### src/rtl/tone_sequencer.sv
// Multi-sound square-wave note sequencer: walks a sound's note table through an
// external combinational lookup, playing each note as a tone or rest.
module tone_sequencer #(
  parameter int CLK_FREQ        = 50_000_000,
  parameter int TICK_DIV        = 16,
  parameter int NUM_SOUNDS      = 4,
  parameter int NOTES_PER_SOUND = 4,
  parameter int PERIOD_W        = 20,
  parameter int DUR_W           = 5,
  localparam int SEL_W = (NUM_SOUNDS > 1) ? $clog2(NUM_SOUNDS) : 1,
  localparam int IDX_W = (NOTES_PER_SOUND > 1) ? $clog2(NOTES_PER_SOUND) : 1
) (
  input  logic                clock,
  input  logic                reset_n,
  input  logic                start,
  input  logic [SEL_W-1:0]    sound_sel,
  input  logic                loop_en,
  input  logic                stop,
  output logic [SEL_W-1:0]    sound_idx,
  output logic [IDX_W-1:0]    note_idx,
  input  logic [PERIOD_W-1:0] note_period,
  input  logic [DUR_W-1:0]    note_dur,
  input  logic                note_last,
  output logic                audio_out,
  output logic                aud_sd,
  output logic                busy,
  output logic                done
);

  localparam int CYC_PER_UNIT = CLK_FREQ / TICK_DIV;
  localparam int CNT_W        = DUR_W + $clog2(CYC_PER_UNIT) + 1;

  if ((CLK_FREQ % TICK_DIV) != 0 || CYC_PER_UNIT < 1) begin : g_bad_cfg
    $error("tone_sequencer: CLK_FREQ must be a nonzero exact multiple of TICK_DIV");
  end

  localparam logic [1:0] IDLE = 2'd0;
  localparam logic [1:0] LOAD = 2'd1;
  localparam logic [1:0] PLAY = 2'd2;

  localparam logic [IDX_W-1:0] LAST_IDX = IDX_W'(NOTES_PER_SOUND - 1);

  logic [1:0]          state;
  logic [PERIOD_W-1:0] period_q;
  logic                last_q;
  logic [CNT_W-1:0]    note_cyc;
  logic [CNT_W-1:0]    time_cnt;
  logic [PERIOD_W-1:0] tone_cnt;

  assign aud_sd = busy;

  // NOTE: non-blocking assignments keep every register update edge-ordered,
  // so later statements in this block override earlier ones cleanly.
  always_ff @(posedge clock or negedge reset_n) begin
    if (!reset_n) begin
      state     <= IDLE;
      sound_idx <= '0;
      note_idx  <= '0;
      period_q  <= '0;
      last_q    <= 1'b0;
      note_cyc  <= '0;
      time_cnt  <= '0;
      tone_cnt  <= '0;
      audio_out <= 1'b0;
      busy      <= 1'b0;
      done      <= 1'b0;
    end else begin
      done <= 1'b0;
      if (stop) begin
        state     <= IDLE;
        busy      <= 1'b0;
        audio_out <= 1'b0;
      end else if (start) begin
        sound_idx <= sound_sel;
        note_idx  <= '0;
        state     <= LOAD;
        busy      <= 1'b1;
        audio_out <= 1'b0;
      end else begin
        case (state)
          LOAD: begin
            period_q  <= note_period;
            last_q    <= note_last;
            note_cyc  <= CNT_W'(note_dur) * CNT_W'(CYC_PER_UNIT);
            tone_cnt  <= '0;
            time_cnt  <= '0;
            audio_out <= 1'b0;
            if (note_dur == '0) begin
              // End marker: finish or loop without a PLAY phase.
              if (loop_en) begin
                note_idx <= '0;
                state    <= LOAD;
              end else begin
                state <= IDLE;
                busy  <= 1'b0;
                done  <= 1'b1;
              end
            end else begin
              state <= PLAY;
            end
          end
          PLAY: begin
            time_cnt <= time_cnt + CNT_W'(1);
            if (period_q != '0) begin
              if (tone_cnt == period_q - PERIOD_W'(1)) begin
                audio_out <= ~audio_out;
                tone_cnt  <= '0;
              end else begin
                tone_cnt <= tone_cnt + PERIOD_W'(1);
              end
            end else begin
              audio_out <= 1'b0;
            end
            if (time_cnt == note_cyc - CNT_W'(1)) begin
              // Each note boundary re-enters LOAD with the line silenced.
              audio_out <= 1'b0;
              if (!last_q && note_idx < LAST_IDX) begin
                note_idx <= note_idx + IDX_W'(1);
                state    <= LOAD;
              end else if (loop_en) begin
                note_idx <= '0;
                state    <= LOAD;
              end else begin
                state <= IDLE;
                busy  <= 1'b0;
                done  <= 1'b1;
              end
            end
          end
          default: state <= IDLE;
        endcase
      end
    end
  end

endmodule

### config.mk
export PLATFORM = sky130hd
export DESIGN_NAME = tone_sequencer
export DESIGN_NICKNAME = d
export VERILOG_FILES = /design/src/rtl/tone_sequencer.sv
export SDC_FILE = /design/constraint.sdc
export NUM_CORES = 1
export LEC_CHECK = 0
export BUFFER_PORTS_ARGS = -buffer_cell sky130_fd_sc_hd__buf_2
export CAP_MARGIN = 40
export CORE_MARGIN = 1.5
export CORE_UTILIZATION = 55
export DETAILED_ROUTE_END_ITERATION = 6
export GPL_TIMING_DRIVEN = 1
export PLACE_DENSITY_LB_ADDON = 0.2
export SYNTH_ARGS = -nofsm -noshare
export SYNTH_HDL_FRONTEND = slang
export SYNTH_SLANG_ARGS = --single-unit
### constraint.sdc
create_clock -name clock -period 3.8 [get_ports clock]
set_clock_uncertainty 0.2 [all_clocks]
set_input_delay 0.57 -clock clock [delete_from_list [all_inputs] [get_ports clock]]
set_output_delay 0.57 -clock clock [all_outputs]
set_load 0.03 [all_outputs]
### Word-level counts from Yosys, hierarchy flattened

Cells that the tools add are included.

| word-level totals | value |
|---|---|
| register bits after elaboration | 102 |
| output and inout bits | 8 |

| cells by class | value |
|---|---|
| add/subtract/negate cells | 5 |
| $mul | 1 |
| magnitude comparators | 1 |
| eq/ne operators | 11 |
| muxes and demuxes | 37 |
| bitwise gates (word level) | 3 |
| reduce and logical (&&, ||, !) cells | 14 |

Operators with widths:

| operator | count |
|---|---|
| $pmux W28 S2 | 1 |
| $mux W20 | 2 |
| $pmux W20 S2 | 1 |
| $add A28 B1 Y28 const B | 1 |
| $eq A28 B28 Y1 | 1 |
| $sub A27 B1 Y28 const B | 1 |
| $mul A5 B19 Y24 const B | 1 |
| $add A20 B1 Y20 const B | 1 |
| $eq A20 B20 Y1 | 1 |
| $mux W2 | 10 |
| $reduce_bool A20 Y1 | 1 |
| $sub A20 B1 Y20 const B | 1 |
| $mux W1 | 18 |
| $ne A4 B4 Y1 const B | 3 |
| $reduce_and A4 Y1 | 3 |
| $pmux W2 S2 | 2 |
| $ne A3 B3 Y1 const B | 2 |
| $ne A6 B6 Y1 const B | 1 |
| $pmux W1 S2 | 3 |
| $reduce_and A3 Y1 | 2 |
| $logic_not A5 Y1 | 1 |
| $reduce_and A2 Y1 | 2 |
| $reduce_bool A4 Y1 | 1 |
| $not A1 Y1 | 3 |
| 9 further kinds | 9 |

### Depth between registers and ports, before layout

| logic depth | value |
|---|---|
| depth after elaboration | 8 |
| depth in mapped cells | 16 |

### Least setup slack after synthesis

Ideal clock, no wire load.

| timing | value |
|---|---|
| path kind | input to register |
| start point | input port note_dur[2] |
| end point | register note_cyc[24] |
| arrival time | 4037 ps |
| data required time | 3467 ps |
| slack | -570 ps |
| stages on the path | 15 |
| cells stage by stage | fa_1 inv_1 fa_1 inv_1 ha_1 ha_1 a21o_1 a21oi_1 nor2b_1 o21a_1 o41ai_1 o31a_1 a21boi_0 xnor2_1 o21ai_0 |

| between the ends | value |
|---|---|
| cells in the longest elaborated chain, start to end | 1 |

RTL lines:

| what | line | source |
|---|---|---|
| start, declared | 22 | `input logic [DUR_W-1:0] note_dur,` |
| $mul A5 B19 Y24 | 84 | `note_cyc <= CNT_W'(note_dur) * CNT_W'(CYC_PER_UNIT);` |
| end signal, assigned | 84 |  |
| end, declared | 46 | `logic [CNT_W-1:0] note_cyc;` |

No other way between the ends.
A chain may end at the register's enable or synchronous reset.

### Final worst setup path

| timing | value |
|---|---|
| start point | input port note_dur[4] |
| end point | register note_cyc[24] |

Same word-level chain as after synthesis.

==> impl_metrics.yaml <==
power_and_ir_drop:
  p_comb_share_pct: 42.3
  p_clk_share_pct: 22.9
  p_leak_nw: 3.93
  powerDensity_mw_per_mm2: 480
  ir_worst_vdd_mv: 0.273
  intPower_mw: 2.61
  p_seq_share_pct: 34.8
  p_switching_mw: 1.61
  p_sw_share_pct: 38.2
synth:
  synth_edf_count: 0
  netlist_area_mm2: 0.00764
  synth_commonest_cells: "nand2_1, dfrtp_1, nor2_1"
  syn_area_per_cell_um2: 8.56
  ys_warn_count: 0
  synthTopCellsByArea: "dfrtp_1, ha_1, nand2_1"
  syn-num-nets: 983
  syn_inst: 892
  yosysTopAreaCellShare_pct: 33.1
  synth_largest_area_cell: "dfrtp_1"
  ys.flop_type: "dfrtp_1"
  seq_area_frac_synth_pct: 33.1
  synth_cell_types: 83
  synthArstFlopShare_pct: 100
  synth-seq-cells: 101
  synth.most_common_cell: "nand2_1"
route:
  wl_met2_um: 7930
  wl_met3_um: 698
  routed_wl_um: 17800
  wl_met1_um: 8990
  routed_via_density: 5.65
  wl_per_cell_um: 15.5
  antenna_left: 0
  first_pass_iters: 5
  drcViolationCount: 0
  vias: 6464
  drt_iter0_markers: 508
  top_layer: "met4"
global_route:
  grt-ovfl-total: 0
  grt_pass1_vias: 6042
  grt_pass1_wl_um: 29800
  grt_max_degree: 52
  antenna_found_initial: 0
  track_usage_pct: 25.5
floorplan:
  start_util_pct: 57.0
  core_area_mm2: 0.0134
  design.die.area_mm2: 0.0146
  die_x_um: 121
  die_y_um: 121
  io_pins: 41
  fp-row-count: 42
sta:
  tns_ns: 0
  tightest_slew_ns: 0.692
  setup_viol: 0
  slew_violations: 0
  rsz0062_at_grt: "true"
  hold_violations: 0
  post-route-min-period_ns: 3.80
  max_freq_ghz: 0.263
  finalCritPeriodShare_pct: 99.9
  slew_headroom_pct: 53.9
setup_path:
  cp-start-kind: "primary input"
  cp_max_fo: 4
  critPathKind: "in2reg"
  crit_arrival_ns: 3.83
  r2r_setup_slack_ns: 0.31
  crit_required_ns: 3.83
  path_cells: "buf_8 > fa_1 > inv_2 > fa_2 > inv_2 > ha_4 > ha_4 > a21o_1 > a21oi_2 > nor2b_1 > o21a_1 > o41ai_4 > o31a_1 > a21boi_2 > xnor2_1 > o21ai_1"
  critPathSlowestCell: "fa_1"
  max_stage_delay_ns: 0.57
  end_kind: "flip-flop"
cells_and_area:
  multi_input_area_mm2: 0.00490
  layout.nets: 1055
  area_growth_syn_to_layout_pct: 15.2
  fill_cells: 1144
  regArea_mm2: 0.00253
  instances_no_fill: 1145
  layout-drive-gt1-share_pct: 17.6
  antenna_cells: 0
placed_design:
  portBuffers: 40
  dpl.hpwl_um: 13200
  dpl.cell_count: 1126
  place.gp.congestion: 0.841
cts:
  numClockSinks: 101
  cts_buffer_depth: 2
  cts-htree-levels: 3
  cts_tree: "yes"
  numCtsBuffers: 9
  ctsHoldBuffers: 0
  worst_skew_pair.late_latency_ns: 0.35
  clkSlewWorstSetupHoldPaths_ns: 0.07
  cts_root_buf: "clkbuf_16"
run:
  maxCapViolations: 0
worst_hold_path:
  holdCritPathClass: "in2async"
status:
  outcome: "finished, final reports clean"
## power by group through the flow
stage,registers (mW),clock network [mW],logic [mW]
floorplan,1.40,0,1.26
global placement,1.48,0,1.65
detailed placement,1.49,0,1.68
CTS,1.47,0.978,1.72
global route,1.50,1.02,2.00
finish,1.47,0.967,1.79
## timing repair
| item | 4_1_cts | 5_1_grt |
|---|---|---|
| endpoints found under the setup margin | 1 | 8 |
| pin swaps | 12 | 18 |
| setup buffers | 1 | 2 |
| resized for setup | 11 | 16 |
| gates cloned | 0 | 0 |
## per-stage QoR
stage	setup slack, ns	hold slack, ns	util, %	cell area [um^2]	power, mW
2_1_floorplan	-0.134	0.0744	-	7720	2.67
3_3_place_gp	-0.359	0.279	62.5	8370	3.13
3_5_place_dp	-0.414	0.286	62.5	8370	3.17
4_1_cts	-0.0275	0.0797	65.0	8710	4.16
5_1_grt	-0.0916	0.106	65.7	8800	4.52
6_report	0.00294	0.0569	65.7	8800	4.22
## layout by cell type (no fill, tap or decap), types with 6 or more instances in the layout
cell,n
a21o_1,12
a21oi_1,27
a21oi_2,6
a31oi_1,7
and3_1,7
buf_2,37
buf_4,55
clkbuf_16,9
dfrtp_1,101
fa_1,13
ha_1,38
inv_1,43
mux2i_1,6
nand2_1,141
nand2b_1,7
nand3_1,32
nand4_1,13
nand4b_1,6
nor2_1,94
nor3_1,33
nor4_1,7
o21ai_0,41
or3_1,9
or4_1,6
xnor2_1,51
xor2_1,41
## registers in the layout, indices dropped and copies added, names as in the netlist
| register | flops |
|---|---|
| time_cnt | 28 |
| note_cyc | 23 |
| period_q | 20 |
| tone_cnt | 20 |
| note_idx | 2 |
| sound_idx | 2 |
| state | 2 |
| aud_sd | 1 |
| audio_out | 1 |
| done | 1 |
| last_q | 1 |
## path summary, 6_finish.rpt
check / from / end / depth (start not counted)
setup / recovery: note_dur[4] / note_cyc[24] / 16
hold / removal: reset_n / time_cnt[17] / 1
setup reg to reg: note_cyc[4] / note_idx[1] / 11
hold reg to reg: last_q / last_q / 2
max in group asynchronous: reset_n / note_cyc[6] / 2
min in group clock: note_period[8] / period_q[8] / 3
## area by class of cell
type                            count  area share (%)
Clock buffer                        9            2.56
Clock inverter                      7           0.910
Inverter                           48            2.05
Multi-Input combinational cell    708            55.7
Sequential cell                   101            28.7
Tap cell                          176            2.50
Timing Repair Buffer               96            7.59
## cell families (layout without fill, tap and decap cells)
kind of cell / after synthesis / after routing / share of synthesized area (%)
AND/OR/NAND/NOR: 401 / 401 / 26.7
AO/OA/AOI/OAI: 148 / 148 / 12.6
flip-flops: 101 / 101 / 33.1
XOR/XNOR: 92 / 92 / 10.5
buffers and inverters: 83 / 160 / 4.85
adder cells (fa/ha/maj): 58 / 58 / 11.0
multiplexers: 9 / 9 / 1.23
## per-layer routing
metal	track usage (%)	vias to the layer above
met1	39.5	3085
met4	5.66	0
li1	-	3228
met5	0	-
met2	37.8	142
met3	3.62	9
## worst max-delay path: cells and delay by family
family	cells	cell delay, ns
xor+xnor	1	0.15
fa+ha+maj	4	1.57
simple gates	1	0.07
compound gates	7	1.25
buf+inv	3	0.21
No activity file was read; power rests on OpenSTA's default activity.
